$ cat src/rtl/alu_share_arbiter.sv
// rtl/alu_share_arbiter.sv - round-robin arbiter/sequencer sharing one ALU between two requesters
module alu_share_arbiter #(
  parameter int WIDTH = 32
) (
  input  logic             clk,
  input  logic             rst,
  input  logic             req0_valid,
  output logic             req0_ready,
  input  logic [2:0]       req0_op,
  input  logic [WIDTH-1:0] req0_a,
  input  logic [WIDTH-1:0] req0_b,
  input  logic             req1_valid,
  output logic             req1_ready,
  input  logic [2:0]       req1_op,
  input  logic [WIDTH-1:0] req1_a,
  input  logic [WIDTH-1:0] req1_b,
  output logic [2:0]       alu_ctrl,
  output logic [WIDTH-1:0] alu_a,
  output logic [WIDTH-1:0] alu_b,
  input  logic [WIDTH-1:0] alu_out,
  input  logic             alu_zero,
  input  logic             alu_sign,
  input  logic             alu_carry,
  input  logic             alu_ovf,
  output logic             rsp_valid,
  input  logic             rsp_ready,
  output logic             rsp_id,
  output logic [WIDTH-1:0] rsp_result,
  output logic [3:0]       rsp_flags,
  output logic             busy
);

  typedef enum logic [1:0] {
    IDLE = 2'd0,
    EXEC = 2'd1,
    RESP = 2'd2
  } state_t;

  state_t state;
  logic   prio;
  logic   grant0;
  logic   grant1;

  // Pick the winner in IDLE: a lone valid port wins, contention is settled by prio.
  always_comb begin
    grant0 = 1'b0;
    grant1 = 1'b0;
    if (state == IDLE) begin
      if (req0_valid && (!req1_valid || !prio)) begin
        grant0 = 1'b1;
      end else if (req1_valid) begin
        grant1 = 1'b1;
      end
    end
  end

  assign req0_ready = grant0;
  assign req1_ready = grant1;
  assign busy       = (state != IDLE);

  // Sequencer: accept -> drive ALU for one cycle -> capture and hold the response.
  always_ff @(posedge clk) begin
    if (rst) begin
      state      <= IDLE;
      prio       <= 1'b0;
      alu_ctrl   <= '0;
      alu_a      <= '0;
      alu_b      <= '0;
      rsp_valid  <= 1'b0;
      rsp_id     <= 1'b0;
      rsp_result <= '0;
      rsp_flags  <= '0;
    end else begin
      case (state)
        IDLE: begin
          if (grant0) begin
            alu_ctrl <= req0_op;
            alu_a    <= req0_a;
            alu_b    <= req0_b;
            rsp_id   <= 1'b0;
            prio     <= 1'b1;
            state    <= EXEC;
          end else if (grant1) begin
            alu_ctrl <= req1_op;
            alu_a    <= req1_a;
            alu_b    <= req1_b;
            rsp_id   <= 1'b1;
            prio     <= 1'b0;
            state    <= EXEC;
          end
        end
        EXEC: begin
          rsp_result <= alu_out;
          rsp_flags  <= {alu_zero, alu_sign, alu_carry, alu_ovf};
          rsp_valid  <= 1'b1;
          state      <= RESP;
        end
        RESP: begin
          if (rsp_ready) begin
            rsp_valid <= 1'b0;
            state     <= IDLE;
          end
        end
        default: begin
          state <= IDLE;
        end
      endcase
    end
  end

endmodule

$ cat config.mk
export PLATFORM = sky130hd
export DESIGN_NAME = alu_share_arbiter
export DESIGN_NICKNAME = d
export VERILOG_FILES = /design/src/rtl/alu_share_arbiter.sv
export SDC_FILE = /design/constraint.sdc
export NUM_CORES = 1
export LEC_CHECK = 0
export ABC_AREA = 1
export CORE_MARGIN = 5
export CORE_UTILIZATION = 35
export DETAILED_ROUTE_END_ITERATION = 10
export PLACE_DENSITY = 0.85
export SYNTH_ARGS = -nofsm -noshare
export SYNTH_HDL_FRONTEND = slang
export SYNTH_SLANG_ARGS = --single-unit
$ cat constraint.sdc
create_clock -name clk -period 1.3 [get_ports clk]
set_clock_uncertainty 0.05 [all_clocks]
set_input_delay 0.26 -clock clk [delete_from_list [all_inputs] [get_ports clk]]
set_output_delay 0.26 -clock clk [all_outputs]
set_load 0.05 [all_outputs]
==> results of run 1 <==
==> synth_stat cells <==
| master | instances | area, um^2 |
|---|---|---|
| dfxtp_1 | 108 | 2162 |
| inv_2 | 3 | 11.26 |
| nand3_1 | 135 | 675.7 |
| inv_1 | 70 | 262.8 |
| nand2_1 | 151 | 566.8 |
| buf_4 | 8 | 60.06 |
| clkbuf_1 | 10 | 37.54 |
| nor2_4 | 2 | 22.52 |
| nand3b_1 | 1 | 7.510 |
| nand3_2 | 1 | 10.01 |
| buf_2 | 34 | 170.2 |
| o21ai_0 | 37 | 185.2 |
| nor2_1 | 75 | 281.5 |
| nand4_1 | 54 | 337.8 |
| nand2_2 | 2 | 12.51 |
| a21oi_1 | 17 | 85.08 |
| buf_1 | 9 | 33.78 |
==> worst paths after layout <==
kind	end	cells past startpoint	from	slack, ns
worst max-delay path	alu_b[22]	9	state[0]	-0.33
worst min-delay path	alu_a[17]	2	alu_a[17]	0.46
worst max register to register	alu_b[22]	9	state[0]	-0.33
worst min register to register	alu_a[17]	2	alu_a[17]	0.46
==> worst max-delay path, cell delays in order (launching register included) <==
cell	delay (ns)
dfxtp_4	0.37
nor2_4	0.13
buf_6	0.14
nand3_4	0.15
buf_8	0.20
clkbuf_16	0.17
nand3_2	0.08
nand3_2	0.10
nand2_1	0.09
inv_1	0.06
==> power groups by stage <==
stage,clock [uW],combinational (uW),sequential [uW]
after floorplan,0,1240,5060
after global placement,0,4800,4090
after detailed placement,0,4870,4110
after CTS,2640,5380,4040
after global routing,2770,6370,4160
final,2600,6110,4120
==> cell type report <==
type                    instances  area, um^2
inverters                      73       282.8
flip-flops and latches        108        2176
repair buffers                352        5049
multi-input cells             475        3132
clock inverters                 5       28.78
clock buffers                  10       239.0
well taps                     180       225.2
fillers                       727        2695
==> state kept, by name, indices dropped and copies added, names as in the netlist <==
name        cells
rsp_valid       1
rsp_flags       4
alu_b          32
rsp_result     32
prio            1
alu_ctrl        3
state           2
alu_a          32
rsp_id          1
==> what timing repair did <==
action / CTS / global route
setup endpoints to repair: 76 / 109
buffers inserted: 12 / 7
pin swaps: 4 / 49
gates cloned: 12 / 8
hold buffers: 0 / 0
gates resized for setup: 21 / 209
==> through the flow <==
stage                     worst slack, ns  hold slack, ns  instance area, um^2
final                             -0.3348          0.4586                11130
after global routing              -0.3827          0.4731                11130
after global placement            -0.3808          0.4565                 9200
after detailed placement          -0.4122          0.4611                 9200
after floorplan                  -0.03355          0.3732                 4991
after CTS                         -0.2803          0.4702                 9972
==> cell families after synthesis <==
family | count (synthesis) | share of synthesized area [%]
AO/OA/AOI/OAI | 54 | 5.491
buffers and inverters | 134 | 11.69
flip-flops | 108 | 43.92
AND/OR/NAND/NOR | 421 | 38.89
==> routing by layer <==
layer | wire, um | vias to the layer above | share of wire [%] | global-route usage, %
met4 | 1073 | 0 | 4.1 | 8.091
met3 | 2716 | 77 | 10 | 9.631
met1 | 9213 | 3166 | 36 | 29.01
met5 | 0 | - | 0 | 0
met2 | 12890 | 413 | 50 | 43.52
li1 | - | 2957 | - | -
==> placed cells by master, fill, tap and decap left out, drive strengths merged, types with 2 or more instances in the layout <==
master	instances
a21oi	17
nand2	153
inv	72
buf	169
dfxtp	108
bufbuf	2
nand4	54
clkdlybuf4s50	172
o21ai	37
nor2	77
nand3	136
clkinv	5
clkbuf	18
==> metrics.yaml, run 1 <==
run_status:
  status: "complete, but fails checks"
  violations: "setup timing"
sta:
  finalCritPeriodShare_pct: 125.8
  setup_ws_ns: -0.3348
  tightest_slew_ns: 0.4895
  finalMaxSlewViolations: 0
  max_freq_ghz: 0.6117
  setup_viol: 75
  slew_headroom_pct: 67.37
  hold_viol_final: 0
  rsz0062_at_grt: "true"
  fin_crit_ns: 1.635
  fin_tns_setup_ns: -15.95
route:
  ant_nets: 0
  drt_iter0_drc: 529
  vias: 6613
  drtPass1Iterations: 5
  route.detailed.drc: 0
  via_per_inst: 5.497
  routed_wl_um: 25900
  wl_per_cell_um: 21.53
worst_setup_path:
  end_kind: "flip-flop"
  required_ns: 1.49
  cp-start-kind: "flip-flop"
  arrival_ns: 1.82
  critPathKind: "reg2reg"
  cp_max_fo: 6
power_and_ir_drop:
  p_leak_uw: 0.005037
  switchingPower_uw: 4825
  powerDensity_mw_per_mm2: 1152
  p_seq_share_pct: 32.1
  p_clk_share_pct: 20.2
  power_uw: 12830
  peakVddDrop_uv: 885.0
  p_comb_share_pct: 47.6
  p_sw_share_pct: 37.61
  internal_power_uw: 8005
placed_design:
  portBuffers: 282
  routabilityCongestion: 0.8907
  dpl.hpwl_um: 14770
  placedCellCount: 1151
run:
  max_cap_violations: 0
layout:
  stdcell_count: 1203
  n_antenna_cell: 0
  nets: 1194
  area_growth_pct: 126.2
  fin_util_pct: 80.51
  drive_gt1_share_pct: 35.78
min_path:
  hold_path_class: "reg2reg"
yosys:
  ys.warnings.count: 0
  synthesis.area_mm2: 0.004922
  syn_area_per_cell_um2: 6.865
  synthesis.nets: 892
  ys_types: 17
  syn_inst: 717
  ys_ff_latch: 108
  seq_area_frac_synth_pct: 43.92
floorplanning:
  io_pins: 283
  dieHeight_um: 128.6
  row_count: 43
  fp.dieW_um: 128.6
  core_mm2: 0.01383
  die_area_mm2: 0.01654
  start_util_pct: 35.60
clock_network:
  tritoncts: "built"
  numCtsBuffers: 9
  clk_pin_slew_worst_paths_ns: 0.07
  root_buffer: "clkbuf_16"
  htree_levels: 3
  clockBufferDepth: 2
  insertion_delay_ns: 0.35
  cts.sinks: 108
grt:
  antenna_found_initial: 0
  grt_pass1_wl_um: 32860
  grt.total_usage_pct: 25.28
  grt_pass1_vias: 6152
  grt_overflow: 0
  grt_start_max_net_pins: 50
(Power assumes the default switching activity.)
==> inputs of run 2 (changes only) <==
- CORE_MARGIN: 5 -> unset
==> run 2 against run 1 <==
The flow still finishes with violations (setup timing). Sequential cell count unchanged. Non-clock buffer count shrank 26. Register-to-register slack improved by 0.13 ns. Worst setup slack better by 0.078 ns. Via count fell by 8.5%. Sequential power shrank 2%. Largest cell class unchanged.
==> metrics.yaml, run 2 (synthesis gave the netlist of run 1 again) <==
grt:
  grt_use_met3_pct: 9.009
  grt_overflow: 0
  grt_pass1_vias: 5960
  grt_pass1_wl_um: 30330
  met2_usage_pct: 48.60
  gr-max-usage-layer: "met2"
  grt_use_met1_pct: 28.34
  antenna_found_initial: 0
  grt_start_max_net_pins: 52
  grt.total_usage_pct: 26.87
route:
  drtPass1Iterations: 6
  routed_wl_um: 19870
  wl_per_cell_um: 16.93
  vias: 6048
  via_per_inst: 5.152
  ant_nets: 0
  drt_iter0_drc: 406
  route.detailed.drc: 0
clock_network:
  root_buffer: "clkbuf_16"
  clk_pin_slew_worst_paths_ns: 0.08
  cts.sinks: 108
  numCtsBuffers: 9
  holdBufCountCts: 0
  htree_levels: 3
  insertion_delay_ns: 0.35
  clockBufferDepth: 2
  tritoncts: "built"
sta:
  tightest_slew_ns: 0.4324
  fin_tns_setup_ns: -8.797
  max_freq_ghz: 0.6422
  finalCritPeriodShare_pct: 119.8
  finalMaxSlewViolations: 0
  setup_viol: 70
  slew_headroom_pct: 71.17
  rsz0062_at_grt: "true"
  setup_ws_ns: -0.2571
  hold_viol_final: 0
  fin_crit_ns: 1.557
  holdWs_ns: 0.3631
worst_setup_path:
  arrival_ns: 1.25
  crit_path_cell_trace: "nand2_4, nand2_4, buf_12, nand2_4, clkinvlp_4, buf_12"
  regToRegSetupSlack_ns: -0.20
  cpMostUsedCell: "nand2_4"
  crit_path_top_delay_cell: "dfxtp_2"
  critPathMaxStageDelay_ns: 0.34
  critical_path_buf_inv_count: 3
  cp_max_fo: 2
  cp-start-kind: "flip-flop"
  critPathKind: "reg2out"
  end_kind: "output pin"
  crit_family: "buffers and inverters"
  required_ns: 0.99
min_path:
  hold_path_class: "in2reg"
floorplanning:
  die_area_mm2: 0.01454
  core_mm2: 0.01345
  fp.dieW_um: 120.6
  dieHeight_um: 120.6
  row_count: 42
  start_util_pct: 36.59
  io_pins: 283
run:
  max_cap_violations: 0
layout:
  n_antenna_cell: 0
  reg.largest.list: "alu_a (32), alu_b (32), rsp_result (32)"
  area_growth_pct: 97.25
  drive_gt1_share_pct: 18.54
  final_common_cell: "clkdlybuf4s50_1"
  final_cell_mix: "clkdlybuf4s50_1 (172), nand2_1 (148), nand3_1 (135)"
  nets: 1168
  stdcell_count: 1174
power_and_ir_drop:
  internal_power_uw: 7821
  switchingPower_uw: 4254
  p_comb_share_pct: 41.7
  power_uw: 12070
  p_sw_share_pct: 35.23
  powerDensity_mw_per_mm2: 1244
  p_clk_share_pct: 24.9
  peakVddDrop_uv: 1001
  p_seq_share_pct: 33.4
  p_leak_uw: 0.004430
placed_design:
  dpl.hpwl_um: 13600
  routabilityCongestion: 0.8606
  placedCellCount: 1146
  portBuffers: 282
run_status:
  status: "complete, but fails checks"
  violations: "setup timing"
==> run 2: cell count changes in the layout (fill, tap and decap cells not counted), moves of 4 or more <==
cell,delta
a21oi_1,+13
a21oi_2,-13
buf_16,-7
buf_8,-5
clkbuf_16,-7
clkinv_2,-4
dfxtp_1,+6
dfxtp_2,-6
nand2_1,+13
nand2_2,-10
nand3_1,+117
nand3_2,-87
nand3_4,-30
==> run 2: path summary, 6_finish.rpt <==
kind | cells after the start | from | endpoint
worst max-delay path | 6 | prio | req1_ready
worst min-delay path | 5 | req1_valid | rsp_id
worst max register to register | 9 | prio | alu_b[15]
worst min register to register | 2 | prio | prio
==> run 2: stage by stage <==
stage	setup slack, ns	area, um^2	util, %
after floorplan	-0.03355	4991	-
after global placement	-0.4745	9163	68.11
after detailed placement	-0.5585	9163	68.11
after CTS	-0.2741	9653	71.75
after global routing	-0.3134	9709	72.17
final	-0.2571	9709	72.17
==> run 2: what timing repair did <==
| item | in CTS | in global routing |
|---|---|---|
| gates resized for setup | 15 | 5 |
| setup buffers | 6 | 2 |
| endpoints found under the setup margin | 71 | 73 |
| pin swaps | 4 | 1 |
| endpoints found under the hold margin | 0 | 0 |
| gates cloned | 3 | 2 |
==> run 2: metal layers <==
| layer | routed length (um) | vias up |
|---|---|---|
| li1 | - | 2889 |
| met1 | 7304 | 2808 |
| met2 | 9985 | 310 |
| met3 | 2040 | 41 |
| met4 | 540 | 0 |
| met5 | 0 | - |
==> run 2: power by group through the flow <==
stage / logic (uW) / registers (uW) / clock network (uW)
floorplan: 1240 / 5060 / 0
global placement: 4740 / 4080 / 0
detailed placement: 4820 / 4110 / 0
CTS: 4980 / 4040 / 3050
global route: 5300 / 4080 / 3220
finish: 5030 / 4040 / 3010
==> run 2: layout make-up <==
cell class,instances,area (um^2)
repair buffers,326,4499
fillers,912,3744
multi-input cells,475,2217
flip-flops and latches,108,2168
inverters,73,280.3
clock buffers,10,229.0
well taps,176,220.2
clock inverters,6,95.09
==> run 2: worst min-delay path, stage by stage <==
cell	delay [ns]
buf_2	0.16
nand2_4	0.08
inv_2	0.07
o21ai_0	0.08
nor2_1	0.08
